<file path="src/rtl/btb_predictor.sv">
// rtl/btb_predictor.sv - direct-mapped branch target buffer with 2-bit counters
//
// Purpose:
//   Fetch-stage next-PC predictor. Lookup is purely combinational (zero latency).
//   Resolution updates from EX/ID are written at the rising clock edge.
//   Each entry holds a valid bit, a tag, a target and a 2-bit saturating
//   direction counter. The taken target is used only when the counter is
//   2 or more; otherwise the fall-through PC+1 is predicted.
//
// Parameters:
//   WORD_SIZE      PC / datapath width in bits
//   IDX_BITS       index width; the table has 2^IDX_BITS entries
//
// Ports:
//   Clk            single clock, rising edge
//   Reset          synchronous, active-high
//   PC             fetch PC being looked up
//   Prediction     predicted next PC
//   PredHit        PC matches a valid entry
//   UpdValid       resolution update request this cycle
//   UpdPC          PC of the resolved branch/jump
//   UpdTaken       resolved direction (1 = taken)
//   UpdTarget      resolved taken target
//   UpdIsJump      resolved instruction is an unconditional jump
//   UpdMispredict  pipeline flagged this resolution as mispredicted
//   NumLookups     count of non-reset cycles (one lookup per cycle)
//   NumMispredicts count of updates flagged as mispredicted

module btb_predictor #(
    parameter int WORD_SIZE = 16,
    parameter int IDX_BITS  = 4
) (
    input  logic                 Clk,
    input  logic                 Reset,
    input  logic [WORD_SIZE-1:0] PC,
    output logic [WORD_SIZE-1:0] Prediction,
    output logic                 PredHit,
    input  logic                 UpdValid,
    input  logic [WORD_SIZE-1:0] UpdPC,
    input  logic                 UpdTaken,
    input  logic [WORD_SIZE-1:0] UpdTarget,
    input  logic                 UpdIsJump,
    input  logic                 UpdMispredict,
    output logic [WORD_SIZE-1:0] NumLookups,
    output logic [WORD_SIZE-1:0] NumMispredicts
);

    localparam int ENTRIES = 1 << IDX_BITS;
    localparam int TAG_W   = WORD_SIZE - IDX_BITS;

    localparam logic [1:0] CTR_WEAK_TAKEN   = 2'd2;
    localparam logic [1:0] CTR_STRONG_TAKEN = 2'd3;

    // ------------------------------------------------------------------
    // Storage. Valid bits and counters are reset; tags and targets are
    // only meaningful behind a valid bit, so they carry no reset.
    // ------------------------------------------------------------------
    logic [ENTRIES-1:0] r_valid;
    logic [1:0]         r_ctr    [ENTRIES];
    logic [TAG_W-1:0]   r_tag    [ENTRIES];
    logic [WORD_SIZE-1:0] r_target [ENTRIES];

    logic [WORD_SIZE-1:0] r_num_lookups;
    logic [WORD_SIZE-1:0] r_num_mispredicts;

    // ------------------------------------------------------------------
    // Lookup path (combinational, reads pre-update state)
    // ------------------------------------------------------------------
    logic [IDX_BITS-1:0]  w_lk_idx;
    logic [TAG_W-1:0]     w_lk_tag;
    logic                 w_lk_hit;
    logic [1:0]           w_lk_ctr;
    logic [WORD_SIZE-1:0] w_lk_target;
    logic [WORD_SIZE-1:0] w_pc_plus1;

    assign w_lk_idx    = PC[IDX_BITS-1:0];
    assign w_lk_tag    = PC[WORD_SIZE-1:IDX_BITS];
    assign w_lk_hit    = r_valid[w_lk_idx] && (r_tag[w_lk_idx] == w_lk_tag);
    assign w_lk_ctr    = r_ctr[w_lk_idx];
    assign w_lk_target = r_target[w_lk_idx];
    // Natural WORD_SIZE wrap: all-ones + 1 becomes zero.
    assign w_pc_plus1  = PC + {{(WORD_SIZE-1){1'b0}}, 1'b1};

    assign PredHit    = w_lk_hit;
    // Counter MSB set means counter >= 2, i.e. predict taken.
    assign Prediction = (w_lk_hit && w_lk_ctr[1]) ? w_lk_target : w_pc_plus1;

    // ------------------------------------------------------------------
    // Update path
    // ------------------------------------------------------------------
    logic [IDX_BITS-1:0] w_upd_idx;
    logic [TAG_W-1:0]    w_upd_tag;
    logic                w_upd_hit;
    logic [1:0]          w_upd_ctr;
    logic [1:0]          w_ctr_next;
    logic                w_upd_en;
    logic                w_alloc;
    logic                w_wr_target;

    assign w_upd_idx = UpdPC[IDX_BITS-1:0];
    assign w_upd_tag = UpdPC[WORD_SIZE-1:IDX_BITS];
    assign w_upd_hit = r_valid[w_upd_idx] && (r_tag[w_upd_idx] == w_upd_tag);
    assign w_upd_ctr = r_ctr[w_upd_idx];

    // Updates in a reset cycle are dropped entirely.
    assign w_upd_en    = UpdValid && !Reset;
    // Only a taken miss allocates; a not-taken miss leaves the entry alone.
    assign w_alloc     = w_upd_en && !w_upd_hit && UpdTaken;
    // Target is rewritten on any taken resolution (hit refresh or allocation).
    assign w_wr_target = w_upd_en && UpdTaken;

    // Counter transition for an update that hits.
    always_comb begin
        w_ctr_next = w_upd_ctr;
        if (UpdIsJump) begin
            w_ctr_next = CTR_STRONG_TAKEN;
        end else if (UpdTaken) begin
            if (w_upd_ctr != 2'd3) begin
                w_ctr_next = w_upd_ctr + 2'd1;
            end
        end else begin
            if (w_upd_ctr != 2'd0) begin
                w_ctr_next = w_upd_ctr - 2'd1;
            end
        end
    end

    always_ff @(posedge Clk) begin
        if (Reset) begin
            r_valid <= '0;
            for (int i = 0; i < ENTRIES; i++) begin
                r_ctr[i] <= 2'd0;
            end
        end else if (UpdValid) begin
            if (w_upd_hit) begin
                r_ctr[w_upd_idx] <= w_ctr_next;
            end else if (UpdTaken) begin
                // Allocation evicts whatever occupied this index.
                r_valid[w_upd_idx] <= 1'b1;
                r_ctr[w_upd_idx]   <= UpdIsJump ? CTR_STRONG_TAKEN : CTR_WEAK_TAKEN;
            end
        end
    end

    always_ff @(posedge Clk) begin
        if (w_alloc) begin
            r_tag[w_upd_idx] <= w_upd_tag;
        end
        if (w_wr_target) begin
            r_target[w_upd_idx] <= UpdTarget;
        end
    end

    // ------------------------------------------------------------------
    // Statistics counters (free-running, wrap at WORD_SIZE)
    // ------------------------------------------------------------------
    always_ff @(posedge Clk) begin
        if (Reset) begin
            r_num_lookups     <= '0;
            r_num_mispredicts <= '0;
        end else begin
            r_num_lookups <= r_num_lookups + {{(WORD_SIZE-1){1'b0}}, 1'b1};
            if (UpdValid && UpdMispredict) begin
                r_num_mispredicts <= r_num_mispredicts + {{(WORD_SIZE-1){1'b0}}, 1'b1};
            end
        end
    end

    assign NumLookups     = r_num_lookups;
    assign NumMispredicts = r_num_mispredicts;

endmodule

</file>
<file path="config.mk">
export PLATFORM = sky130hd
export DESIGN_NAME = btb_predictor
export DESIGN_NICKNAME = d
export VERILOG_FILES = /design/src/rtl/btb_predictor.sv
export SDC_FILE = /design/constraint.sdc
export NUM_CORES = 1
export LEC_CHECK = 0
export ABC_AREA = 1
export BUFFER_PORTS_ARGS = -buffer_cell sky130_fd_sc_hd__buf_2
export CAP_MARGIN = 0
export CORE_AREA = 2 2 221 223
export CTS_BUF_LIST = sky130_fd_sc_hd__clkbuf_4 sky130_fd_sc_hd__clkbuf_8 sky130_fd_sc_hd__clkbuf_16
export DETAILED_ROUTE_END_ITERATION = 10
export DIE_AREA = 0 0 223 225
export GPL_ROUTABILITY_DRIVEN = 0
export PLACE_DENSITY_LB_ADDON = 0.1
export SYNTH_ARGS = -nofsm -noshare
export SYNTH_HDL_FRONTEND = slang
export SYNTH_SLANG_ARGS = --single-unit
</file>
<file path="constraint.sdc">
create_clock -name Clk -period 2.95 [get_ports Clk]
set_input_delay 0 -clock Clk [delete_from_list [all_inputs] [get_ports Clk]]
set_output_delay 0 -clock Clk [all_outputs]
set_load 0.03 [all_outputs]
</file>
# Yosys cells after proc, flatten, opt, wreduce, memory -nomap -nowiden
# Memory sizes are Yosys's and may differ from the RTL's.
# Index checks and enable logic that the tools add are counted.
# op_classes
mux	31
reduce_logical	14
magnitude_cmp	3
bitwise_logic	3
addsub	5
eq_ne	3
# op_table
cell	n
16-bit by 1-bit adder with 16-bit output, second input constant	3
12-bit equality test	2
1-bit 2-to-1 mux	20
16-bit 2-to-1 mux	1
16-bit OR	1
2-bit 2-to-1 mux	6
4-bit by 5-bit less-than comparator with 1-bit output, second input constant	2
1-bit logical AND	9
1-bit binary-select mux with 4-bit select	2
1-bit demux with 4-bit select	1
4-bit by 1-bit >= comparator with 1-bit output, second input constant	1
4-bit 2-to-1 mux	1
3-bit AND reduction	1
2-bit by 1-bit adder with 2-bit output, second input constant	1
1-bit logical NOT	2
2-bit != test, second input constant	1
2-bit nonzero test	1
2-bit OR reduction	1
2-bit by 1-bit subtractor with 2-bit output, second input constant	1
1-bit NOT	1
1-bit OR	1
# totals
reg_bits	48
mem_bits_rw	480
mem_count	3
in_bits	54
out_inout_bits	49
elab_cells	65
# memory_table
name	depth	width	read_ports	rd_clocked_by_memory_dff	write_ports	line	source
r_target	16	16	1	0	1	61	logic [WORD_SIZE-1:0] r_target [ENTRIES];
r_tag	16	12	2	0	1	60	logic [TAG_W-1:0] r_tag [ENTRIES];
r_ctr	16	2	2	0	16	59	logic [1:0] r_ctr [ENTRIES];

# Longest topological paths before layout
# Gate-level depths: netlist of the first run.
# depth
ltp_word	10
mapped_depth	20
depth_no_buf	17

# Worst setup path before layout of the first run
# Ideal clock, no wire load.
# synth_path
path_type	input port to flip-flop
start	in UpdPC[1]
end	mem r_tag[0][0] (netlist bit) (enable)
cell_stages	8
setup_slack_ps	54
required_ps	2605
setup_ps	345
n_path_buf	3
arrival_time_ps	2551
cell_sequence	buf_4 buf_4 buf_4 nor2_2 inv_1 nor3_1 nand2_1 inv_1
# synth_between
elab_chain_cells	8
word_cells_on_any_way	10
classes_between	eq/ne: 1; mux: 4; reduce/logical: 4; memory: 1
# synth_lines
element	line	source
start, declared	39	input logic [WORD_SIZE-1:0] UpdPC,
memory read 16 x 12 bit / 1-bit binary-select mux with 4-bit select (equally long branches)	n/a	
12-bit equality test / 1-bit 2-to-1 mux (equally long branches)	102	assign w_upd_hit = r_valid[w_upd_idx] && (r_tag[w_upd_idx] == w_upd_tag);
1-bit logical AND	102	
1-bit logical NOT	108	assign w_alloc = w_upd_en && !w_upd_hit && UpdTaken;
1-bit logical AND (2 in a row)	108	
1-bit 2-to-1 mux	146	if (w_alloc) begin
1-bit 2-to-1 mux (not written as such)	147	r_tag[w_upd_idx] <= w_upd_tag;
end, declared	60	
# Several ways; a longest one is shown, not always the timed one. The select of a mux whose other input is x is not followed.

==> flow_summary.toml, run 1 <==
[run_status]
status = "finished with violations"
violations = "negative setup slack"

[clocking]
numClockSinks = 528
clock_path_buffers = 3
cts_tree = "built"
cts_buffers = 55
clock_latency_ps = 620
cts_root_buffer = "clkbuf_16"
clk_pin_slew_ps = 60
htreeDepth = 2

[critical_path]
crit_path_start = "r_tag[1][1]$_DFFE_PP_"
path_max_fanout = 12
cpPeakStageDelay_ps = 940
path_buf_inv = 1
crit_path_start_kind = "flop"
r2r-start = "r_tag[1][1]$_DFFE_PP_"
r2r.worst_path.cells = 16
path_cells = "nand2_1 > nand2_1 > nand2_1 > nand2_1 > nand2_1 > nand2_1 > nor2_1 > nand2_1 > nand2_1 > nor2_1 > nand2_1 > nor2_1 > nand2_1 > nand2_1 > buf_4 > nor2_1"
crit_path_end_kind = "flop"
cp_common_cell = "nand2_1"
critPathRequiredTime_ps = 3160
arrival_ps = 3290
path_depth = 16
critPathSlowestCell = "nor2_1"
critPathKind = "reg -> reg"
crit_family = "simple AND/OR/NAND/NOR gates"

[sta]
setup_ws_ps = -130
holdWs_ps = 119
timing.fmax_mhz = 325
fin_crit_ps = 3080
slew_violations = 0
min_period_over_period_pct = 104
rsz0062_at_grt = "true"
max_slew.worst_pin.slew_ps = 1260
setup-tns-final_ps = -5190
clock_skew_ps = 27.3
hold_violations = 0
timing.slew.headroom_pct = 15.8
setup_viol = 60

[power]
leakagePower_uw = 0.0111
ir_drop_uv = 497
p_total_uw = 16700
cellPowerDensity_nw_per_um2 = 578

[drt]
routed_wl_um = 72800
vias_per_cell = 5.88
wl_per_cell_um = 21.5
vias = 19900
drtPass1Iterations = 6
drt-initial-drc-count = 2370
drc = 0
postRouteAntennaNets = 0

[layout]
ff_latch_area_um2 = 15400
area_growth_pct = 17.6
diodes = 0
multi_input_area_um2 = 8170
drive_gt1_share_pct = 14.3
nFillCells = 3898
nets = 2779
finalNonFillerCells = 3382

[global_route]
grt_max_degree = 98
antenna_found_initial = 0
grt_pass1_wl_um = 109000
met2_usage_pct = 45.6
track_usage_pct = 28.6
grt_use_met1_pct = 40.0
grt_most_used_layer = "met2"
grt_pass1_vias = 18700
use_met3_pct = 4.45
grt_overflow = 0

[placement]
pre_cts_ws_ps = -326
io_buffers = 102
place_inst = 3238
hpwl_um = 46500

[synthesis]
ys_seq_area_share_pct = 62.7
synth.avg_cell_area_um2 = 9.56
ys.warnings.count = 0
ys.flop_type = "edfxtp_1"
synthCells = 2562
synth.distinct_cells = 39
async_flop_share_pct = 0
ys_ff_latch = 528
synth_enable_flop_cells = 480
netlist_area_um2 = 24500
syn_nets = 2619

[job]
timing.max_cap.violations = 0

[die]
dieArea_um2 = 50200
chipHeight_um = 225
io_pins = 103
row_count = 80
initial_core_util_pct = 51.5
core_um2 = 47500
die-width_um = 223

[min_path]
hold_start = "UpdValid"
hold_path_class = "in -> reg"
worstHoldPathCells = 7
## stage by stage
| stage | util (%) | area, µm² |
|---|---|---|
| finish | 60.6 | 28800 |
| global route | 60.6 | 28800 |
| CTS | 59.7 | 28400 |
| detailed placement | 55.1 | 26200 |
| global placement | 55.1 | 26200 |
| floorplan | - | 24500 |
## sequential cells by signal (all words and copies together), names as in the netlist
register	flops
NumLookups	16
NumMispredicts	16
r_ctr	32
r_tag	192
r_target	256
r_valid	16
## Yosys cell counts, drive strengths merged, types with 14 or more instances
| cell type | n | share of area, % |
|---|---|---|
| o21ai | 317 | 6.5 |
| nor2 | 366 | 5.6 |
| inv | 167 | 2.6 |
| nand2 | 678 | 10 |
| a221oi | 15 | 0.54 |
| buf | 76 | 1.7 |
| o221ai | 21 | 0.75 |
| o211ai | 30 | 0.92 |
| xor2 | 14 | 0.50 |
| o22ai | 58 | 1.5 |
| a21oi | 81 | 1.7 |
| clkbuf | 72 | 1.1 |
| dfxtp | 48 | 3.9 |
| a22oi | 17 | 0.52 |
| nand3 | 70 | 1.4 |
| edfxtp | 480 | 59 |
## worst min-delay path: stages
cell     delay (ps)
buf_2           100
nand2_1          80
nor2_1          100
inv_1           130
nor3_2           90
nand2_1          80
o21ai_0          70
## power breakdown
group          internal [µW]  switching (µW)  total [µW]  leakage [µW]
registers               8220            28.5        8250       0.00475
clock network           3970            2880        6850      0.000882
logic                    492            1080        1570       0.00547
total                  12700            3990       16700        0.0111
## placed cells by master (no fill, tap or decap), types with 9 or more instances in the layout
master | netlist | final
buf_6 | 2 | 18
nand3_1 | 70 | 68
inv_1 | 164 | 156
buf_2 | 56 | 83
edfxtp_1 | 480 | 480
a21oi_1 | 80 | 80
o211ai_1 | 30 | 30
nand2_4 | 1 | 10
nand2_1 | 676 | 657
o21ai_1 | 32 | 29
o221ai_1 | 21 | 21
o21ai_0 | 285 | 273
xor2_1 | 14 | 14
dlygate4sd3_1 | 0 | 32
clkbuf_16 | 0 | 57
buf_4 | 11 | 96
nor2_1 | 363 | 334
o22ai_1 | 58 | 58
clkinv_1 | 1 | 12
nand2_2 | 1 | 11
a22oi_1 | 17 | 17
dfxtp_1 | 48 | 48
buf_12 | 0 | 18
clkbuf_4 | 0 | 12
a221oi_1 | 15 | 15
nor3_1 | 10 | 9
clkinv_2 | 0 | 13
nand4_1 | 10 | 10
nor2_2 | 3 | 30
inv_2 | 3 | 9
## final timing paths
check                         endpoint  slack [ps]
max            r_tag[11][10]$_DFFE_PP_        -130
min            r_valid[0]$_SDFFE_PP0P_         120
min reg2reg  NumLookups[15]$_SDFF_PP0_         450
max reg2reg    r_tag[11][10]$_DFFE_PP_        -130
## per-layer routing
layer / routed length (µm) / vias to the layer above / share of wire [%]
met2: 33700 / 984 / 46
met1: 30500 / 9606 / 42
met3: 6210 / 163 / 8.5
met5: 0 / - / 0
li1: - / 9147 / -
met4: 2380 / 0 / 3.3
## layout make-up
type | instances | share of cell area [%]
Sequential cell | 528 | 53.3
Multi-Input combinational cell | 1719 | 28.4
Timing Repair Buffer | 250 | 7.23
Clock buffer | 67 | 5.09
Tap cell | 615 | 2.67
Inverter | 168 | 2.22
Clock inverter | 35 | 1.10
## kinds of logic after synthesis
family,count (synthesis),share of synthesized area [%]
flip-flops,528,62.7
adder cells (fa/ha/maj),3,0.153
AO/OA/AOI/OAI,561,13.1
buffers and inverters,316,5.36
AND/OR/NAND/NOR,1140,18.1
XOR/XNOR,14,0.500
## what timing repair did
action | 4_1_cts | 5_1_grt
buffers inserted | 0 | 7
hold buffers | 32 | 0
gates cloned | 1 | 2
setup endpoints to repair | 169 | 89
gates resized for setup | 32 | 103
pin swaps | 1 | 10
hold endpoints to repair | 491 | 0
No activity file was read; power rests on OpenSTA's default activity.
==> run 2, diff against run 1 <==
--- a/config.mk
+++ b/config.mk
@@ -8,12 +8,15 @@
 export ABC_AREA = 1
 export BUFFER_PORTS_ARGS = -buffer_cell sky130_fd_sc_hd__buf_2
 export CAP_MARGIN = 0
-export CORE_AREA = 2 2 221 223
+export CELL_PAD_IN_SITES_DETAIL_PLACEMENT = 0
+export CELL_PAD_IN_SITES_GLOBAL_PLACEMENT = 1
+export CORE_AREA = 2 2 239 241
 export CTS_BUF_LIST = sky130_fd_sc_hd__clkbuf_4 sky130_fd_sc_hd__clkbuf_8 sky130_fd_sc_hd__clkbuf_16
 export DETAILED_ROUTE_END_ITERATION = 10
-export DIE_AREA = 0 0 223 225
+export DIE_AREA = 0 0 241 243
 export GPL_ROUTABILITY_DRIVEN = 0
 export PLACE_DENSITY_LB_ADDON = 0.1
+export RECOVER_POWER = 25
 export SYNTH_ARGS = -nofsm -noshare
 export SYNTH_HDL_FRONTEND = slang
 export SYNTH_SLANG_ARGS = --single-unit
==> run 2 against run 1 <==
Clock skew fell by 8.7 ps. Highest routed layer unchanged. Clock power rose by 9.2%. Fmax rose by 7.9%. Critical endpoint is now Prediction[15]. Sequential share of layout area fell by 1.0 points. Critical path depth fell by 1. The run now ends clean.
==> flow_summary.toml, run 2 (synthesis results as in run 1) <==
[layout]
ff_latch_area_um2 = 15400
finalNonFillerCells = 3542
drive_gt1_share_pct = 14.8
multi_input_area_um2 = 8230
final_util_pct = 52.5
top_regs = "r_target (256), r_tag (192), r_ctr (32)"
nFillCells = 5177
top_register = "r_target"
diodes = 0
layout_commonest_cell = "nand2_1"
largest_reg_flops = 256
area_growth_pct = 19.9
nets = 2794
final_cell_mix = "nand2_1 (649), edfxtp_1 (480), nor2_1 (333)"

[global_route]
grt_pass1_vias = 18600
grt_use_met1_pct = 35.4
grt_most_used_layer = "met2"
grt_pass1_wl_um = 112000
met2_usage_pct = 41.3
use_met3_pct = 3.66
antenna_found_initial = 1
grt_max_degree = 84
track_usage_pct = 25.5
grt_overflow = 0

[critical_path]
critPathRequiredTime_ps = 2950
critPathKind = "reg -> out"
crit_path_start_kind = "flop"
path_max_fanout = 8
arrival_ps = 2850
crit_path_end_kind = "output pin"
r2r.worst_path.cells = 17

[clocking]
clock_latency_ps = 630
numClockSinks = 528
cts_tree = "built"
cts_root_buffer = "clkbuf_16"
htreeDepth = 2
clk_pin_slew_ps = 60
cts_buffers = 57
clock_path_buffers = 3

[die]
dieArea_um2 = 58600
initial_core_util_pct = 43.8
core_um2 = 56000
chipHeight_um = 243
row_count = 87
die-width_um = 241
io_pins = 103

[drt]
drc = 0
drt-initial-drc-count = 1619
wl_per_cell_um = 21.1
routed_wl_um = 74700
postRouteAntennaNets = 0
vias_per_cell = 5.41
drtPass1Iterations = 6
vias = 19200

[power]
cellPowerDensity_nw_per_um2 = 590
ir_drop_uv = 464
leakagePower_uw = 0.0112

[sta]
hold_violations = 0
timing.slew.headroom_pct = 38.2
rsz0062_at_grt = "true"
clock_skew_ps = 18.6
min_period_over_period_pct = 96.8
max_slew.worst_pin.slew_ps = 926
fin_crit_ps = 2850
timing.fmax_mhz = 350
slew_violations = 0
setup_viol = 0

[run_status]
status = "finished, final reports clean"

[min_path]
worstHoldPathCells = 5
hold_path_class = "in -> reg"

[placement]
place_inst = 3396
hpwl_um = 47700
io_buffers = 102

[job]
timing.max_cap.violations = 0
[run 2: worst paths after layout]
kind / from / endpoint / slack [ps]
worst min-delay path: UpdTaken / r_ctr[8][1]$_SDFFCE_PN0P_ / 140
worst min register to register: NumLookups[15]$_SDFF_PP0_ / NumLookups[15]$_SDFF_PP0_ / 450
worst max register to register: r_tag[0][9]$_DFFE_PP_ / r_ctr[3][1]$_SDFFCE_PN0P_ / 230
worst max-delay path: r_tag[0][7]$_DFFE_PP_ / Prediction[15] / 100
[run 2: repair_timing]
item / in CTS / in global routing
gates cloned: 1 / 1
setup endpoints to repair: 53 / 199
setup buffers: 0 / 4
resized for setup: 17 / 136
pin swaps: 1 / 21
hold endpoints to repair: 493 / 0
hold buffers: 32 / 0
[run 2: report_power, final]
part	switching (µW)	total, µW	internal, µW
logic	1090	1600	508
registers	26.7	8250	8220
clock network	3010	7480	4470
[run 2: layer usage]
layer	share of wire, %	vias to the layer above	wire (µm)
li1	-	9166	-
met1	44	9321	32900
met2	47	579	35300
met3	5.7	111	4270
met4	3.0	0	2220
met5	0	-	0
[run 2: final cells by class]
class                           instances  area share [%]
Inverter                              168            2.18
Timing Repair Buffer                  263            7.54
Clock buffer                           74            5.33
Tap cell                              756            3.22
Clock inverter                         34            1.44
Multi-Input combinational cell       1719            28.0
Sequential cell                       528            52.3
[run 2: per-stage QoR]
| stage | hold slack, ps | power [µW] | cell area (µm²) | setup TNS [ps] | setup WS (ps) |
|---|---|---|---|---|---|
| after floorplan | 76.1 | 9240 | 24500 | 0 | 54.4 |
| after global placement | 375 | 9860 | 26600 | -4710 | -190 |
| after detailed placement | 395 | 9880 | 26600 | -6920 | -174 |
| after CTS | 123 | 17400 | 28900 | -1570 | -66.7 |
| after global routing | 186 | 17900 | 29400 | -919 | -95.9 |
| final | 144 | 17300 | 29400 | 0 | 95.1 |
[run 2: critical path: stages, from the launching register on]
cell and delay (ps):
edfxtp_1 400, nor2_1 120, nor2_1 50, o21ai_1 90, o211ai_1 140, nand3_1 180, nand2_1 80, nand2_2 90
nand2_2 60, nor2_4 110, nand2_2 80, nor2_4 130, nand3_4 160, buf_12 210, o21ai_4 170, buf_6 160
==> run 3, diff against run 2 <==
--- a/config.mk
+++ b/config.mk
@@ -11,7 +11,7 @@
 export CELL_PAD_IN_SITES_DETAIL_PLACEMENT = 0
 export CELL_PAD_IN_SITES_GLOBAL_PLACEMENT = 1
 export CORE_AREA = 2 2 239 241
-export CTS_BUF_LIST = sky130_fd_sc_hd__clkbuf_4 sky130_fd_sc_hd__clkbuf_8 sky130_fd_sc_hd__clkbuf_16
+export CTS_BUF_LIST = sky130_fd_sc_hd__clkbuf_16
 export DETAILED_ROUTE_END_ITERATION = 10
 export DIE_AREA = 0 0 241 243
 export GPL_ROUTABILITY_DRIVEN = 0
==> run 3 against run 2 <==
Die area is the same. Clock power down 3.3%. Critical path depth is the same. Clock skew barely moved. Utilization shrank 0.14 points.
==> flow_summary.toml, run 3 (synthesis results as in run 1) <==
[run_status]
status = "finished, final reports clean"

[critical_path]
path_cells = "nor2_1 > nor2_1 > o21ai_0 > o211ai_1 > nand3_1 > nand2_1 > nand2_1 > nand2_1 > nor2_2 > nand2_2 > nor2_2 > nand3_4 > buf_12 > o21ai_4 > buf_6"
crit_path_start_kind = "flop"
critPathRequiredTime_ps = 2950
critPathKind = "reg -> out"
cpPeakStageDelay_ps = 380
cp_common_cell = "nand2_1"
arrival_ps = 2860
critPathSlowestCell = "edfxtp_1"
crit_path_end_kind = "output pin"
crit_family = "simple AND/OR/NAND/NOR gates"
path_buf_inv = 2
path_max_fanout = 8

[drt]
postRouteAntennaNets = 0
drt-initial-drc-count = 1598
wl_per_cell_um = 21.1
drc = 0
drtPass1Iterations = 5
vias = 19200
vias_per_cell = 5.43
routed_wl_um = 74600

[layout]
final_util_pct = 52.4
area_growth_pct = 19.6
diodes = 0
multi_input_area_um2 = 8230
ff_latch_area_um2 = 15400
nets = 2794
final_cell_mix = "nand2_1 (649), edfxtp_1 (480), nor2_1 (333)"
drive_gt1_share_pct = 14.1
layout_commonest_cell = "nand2_1"
nFillCells = 5193
top_regs = "r_target (256), r_tag (192), r_ctr (32)"
largest_reg_flops = 256
top_register = "r_target"

[global_route]
antenna_found_initial = 1
grt_overflow = 0
track_usage_pct = 25.5
grt_pass1_wl_um = 112000
grt_pass1_vias = 18600
grt_max_degree = 84

[die]
die-width_um = 241
core_um2 = 56000
initial_core_util_pct = 43.8
chipHeight_um = 243
row_count = 87
io_pins = 103
dieArea_um2 = 58600

[sta]
setup_viol = 0
hold_violations = 0
holdWs_ps = 144
setup_ws_ps = 92.0
timing.fmax_mhz = 350
fin_crit_ps = 2860
setup-tns-final_ps = 0
timing.slew.headroom_pct = 36.6
max_slew.worst_pin.slew_ps = 951
min_period_over_period_pct = 96.9
rsz0062_at_grt = "true"
clock_skew_ps = 18.3
slew_violations = 0

[clocking]
cts_tree = "built"
cts_root_buffer = "clkbuf_16"
clk_pin_slew_ps = 60
cts_buffers = 57
numClockSinks = 528
clock_path_buffers = 3
clock_latency_ps = 630
htreeDepth = 2

[power]
ir_drop_uv = 466
internal_power_uw = 13000
p_total_uw = 17100
p_sw_uw = 4120
leakagePower_uw = 0.0112
seqPwrFrac_pct = 48.3
switching_share_pct = 24.1
clkPwrFrac_pct = 42.3
combinationalPowerShare_pct = 9.3
cellPowerDensity_nw_per_um2 = 582

[placement]
hpwl_um = 47700
io_buffers = 102
pre_cts_ws_ps = -174

[job]
timing.max_cap.violations = 0

[min_path]
hold_path_class = "in -> reg"
## run 3: final cells by class
cell class / instances / share of cell area, %
Tap cell: 756 / 3.23
Inverter: 168 / 2.18
Timing Repair Buffer: 263 / 7.56
Multi-Input combinational cell: 1719 / 28.1
Sequential cell: 528 / 52.4
Clock buffer: 57 / 4.87
Clock inverter: 51 / 1.66
## run 3: stage by stage
| step | cell area, µm² | std cells |
|---|---|---|
| 2_1_floorplan | 24500 | 2562 |
| 3_3_place_gp | 26600 | 3396 |
| 3_5_place_dp | 26600 | 3396 |
| 4_1_cts | 28900 | 3537 |
| 5_1_grt | 29300 | 3542 |
| 6_report | 29300 | 3542 |
## run 3: routing by layer
metal / track usage, % / wire length [µm] / vias up
met5: 0 / 0 / -
met3: 3.66 / 4490 / 119
met2: 41.3 / 35100 / 628
met4: 8.30 / 2300 / 0
met1: 35.4 / 32700 / 9321
li1: - / - / 9174
## run 3: worst paths after layout
| check | from | end | slack, ps | cells after the start |
|---|---|---|---|---|
| hold / removal | UpdTaken | r_ctr[8][1]$_SDFFCE_PN0P_ | 140 | 5 |
| hold reg to reg | NumLookups[15]$_SDFF_PP0_ | NumLookups[15]$_SDFF_PP0_ | 450 | 1 |
| setup / recovery | r_tag[0][1]$_DFFE_PP_ | Prediction[15] | 90 | 15 |
| setup reg to reg | r_tag[0][9]$_DFFE_PP_ | r_ctr[9][1]$_SDFFCE_PN0P_ | 240 | 17 |
## run 3: power groups by stage
stage | logic, µW | registers [µW] | clock network [µW]
3_3_place_gp | 1460 | 8400 | 0
5_1_grt | 1750 | 8250 | 7660
2_1_floorplan | 833 | 8410 | 0
3_5_place_dp | 1470 | 8400 | 0
6_report | 1600 | 8250 | 7230
4_1_cts | 1520 | 8250 | 7360
## run 3: what timing repair did
action | 4_1_cts | 5_1_grt
setup buffers | 0 | 4
hold buffers | 32 | 0
pin swaps | 1 | 21
setup endpoints to repair | 53 | 200
gates cloned | 1 | 1
endpoints found under the hold margin | 493 | 0
gates resized for setup | 17 | 136
## run 3: worst min-delay path, delay by kind of cell
| kind | cells | cell delay (ps) |
|---|---|---|
| buffers and inverters | 2 | 200 |
| and+or+nand+nor | 3 | 460 |
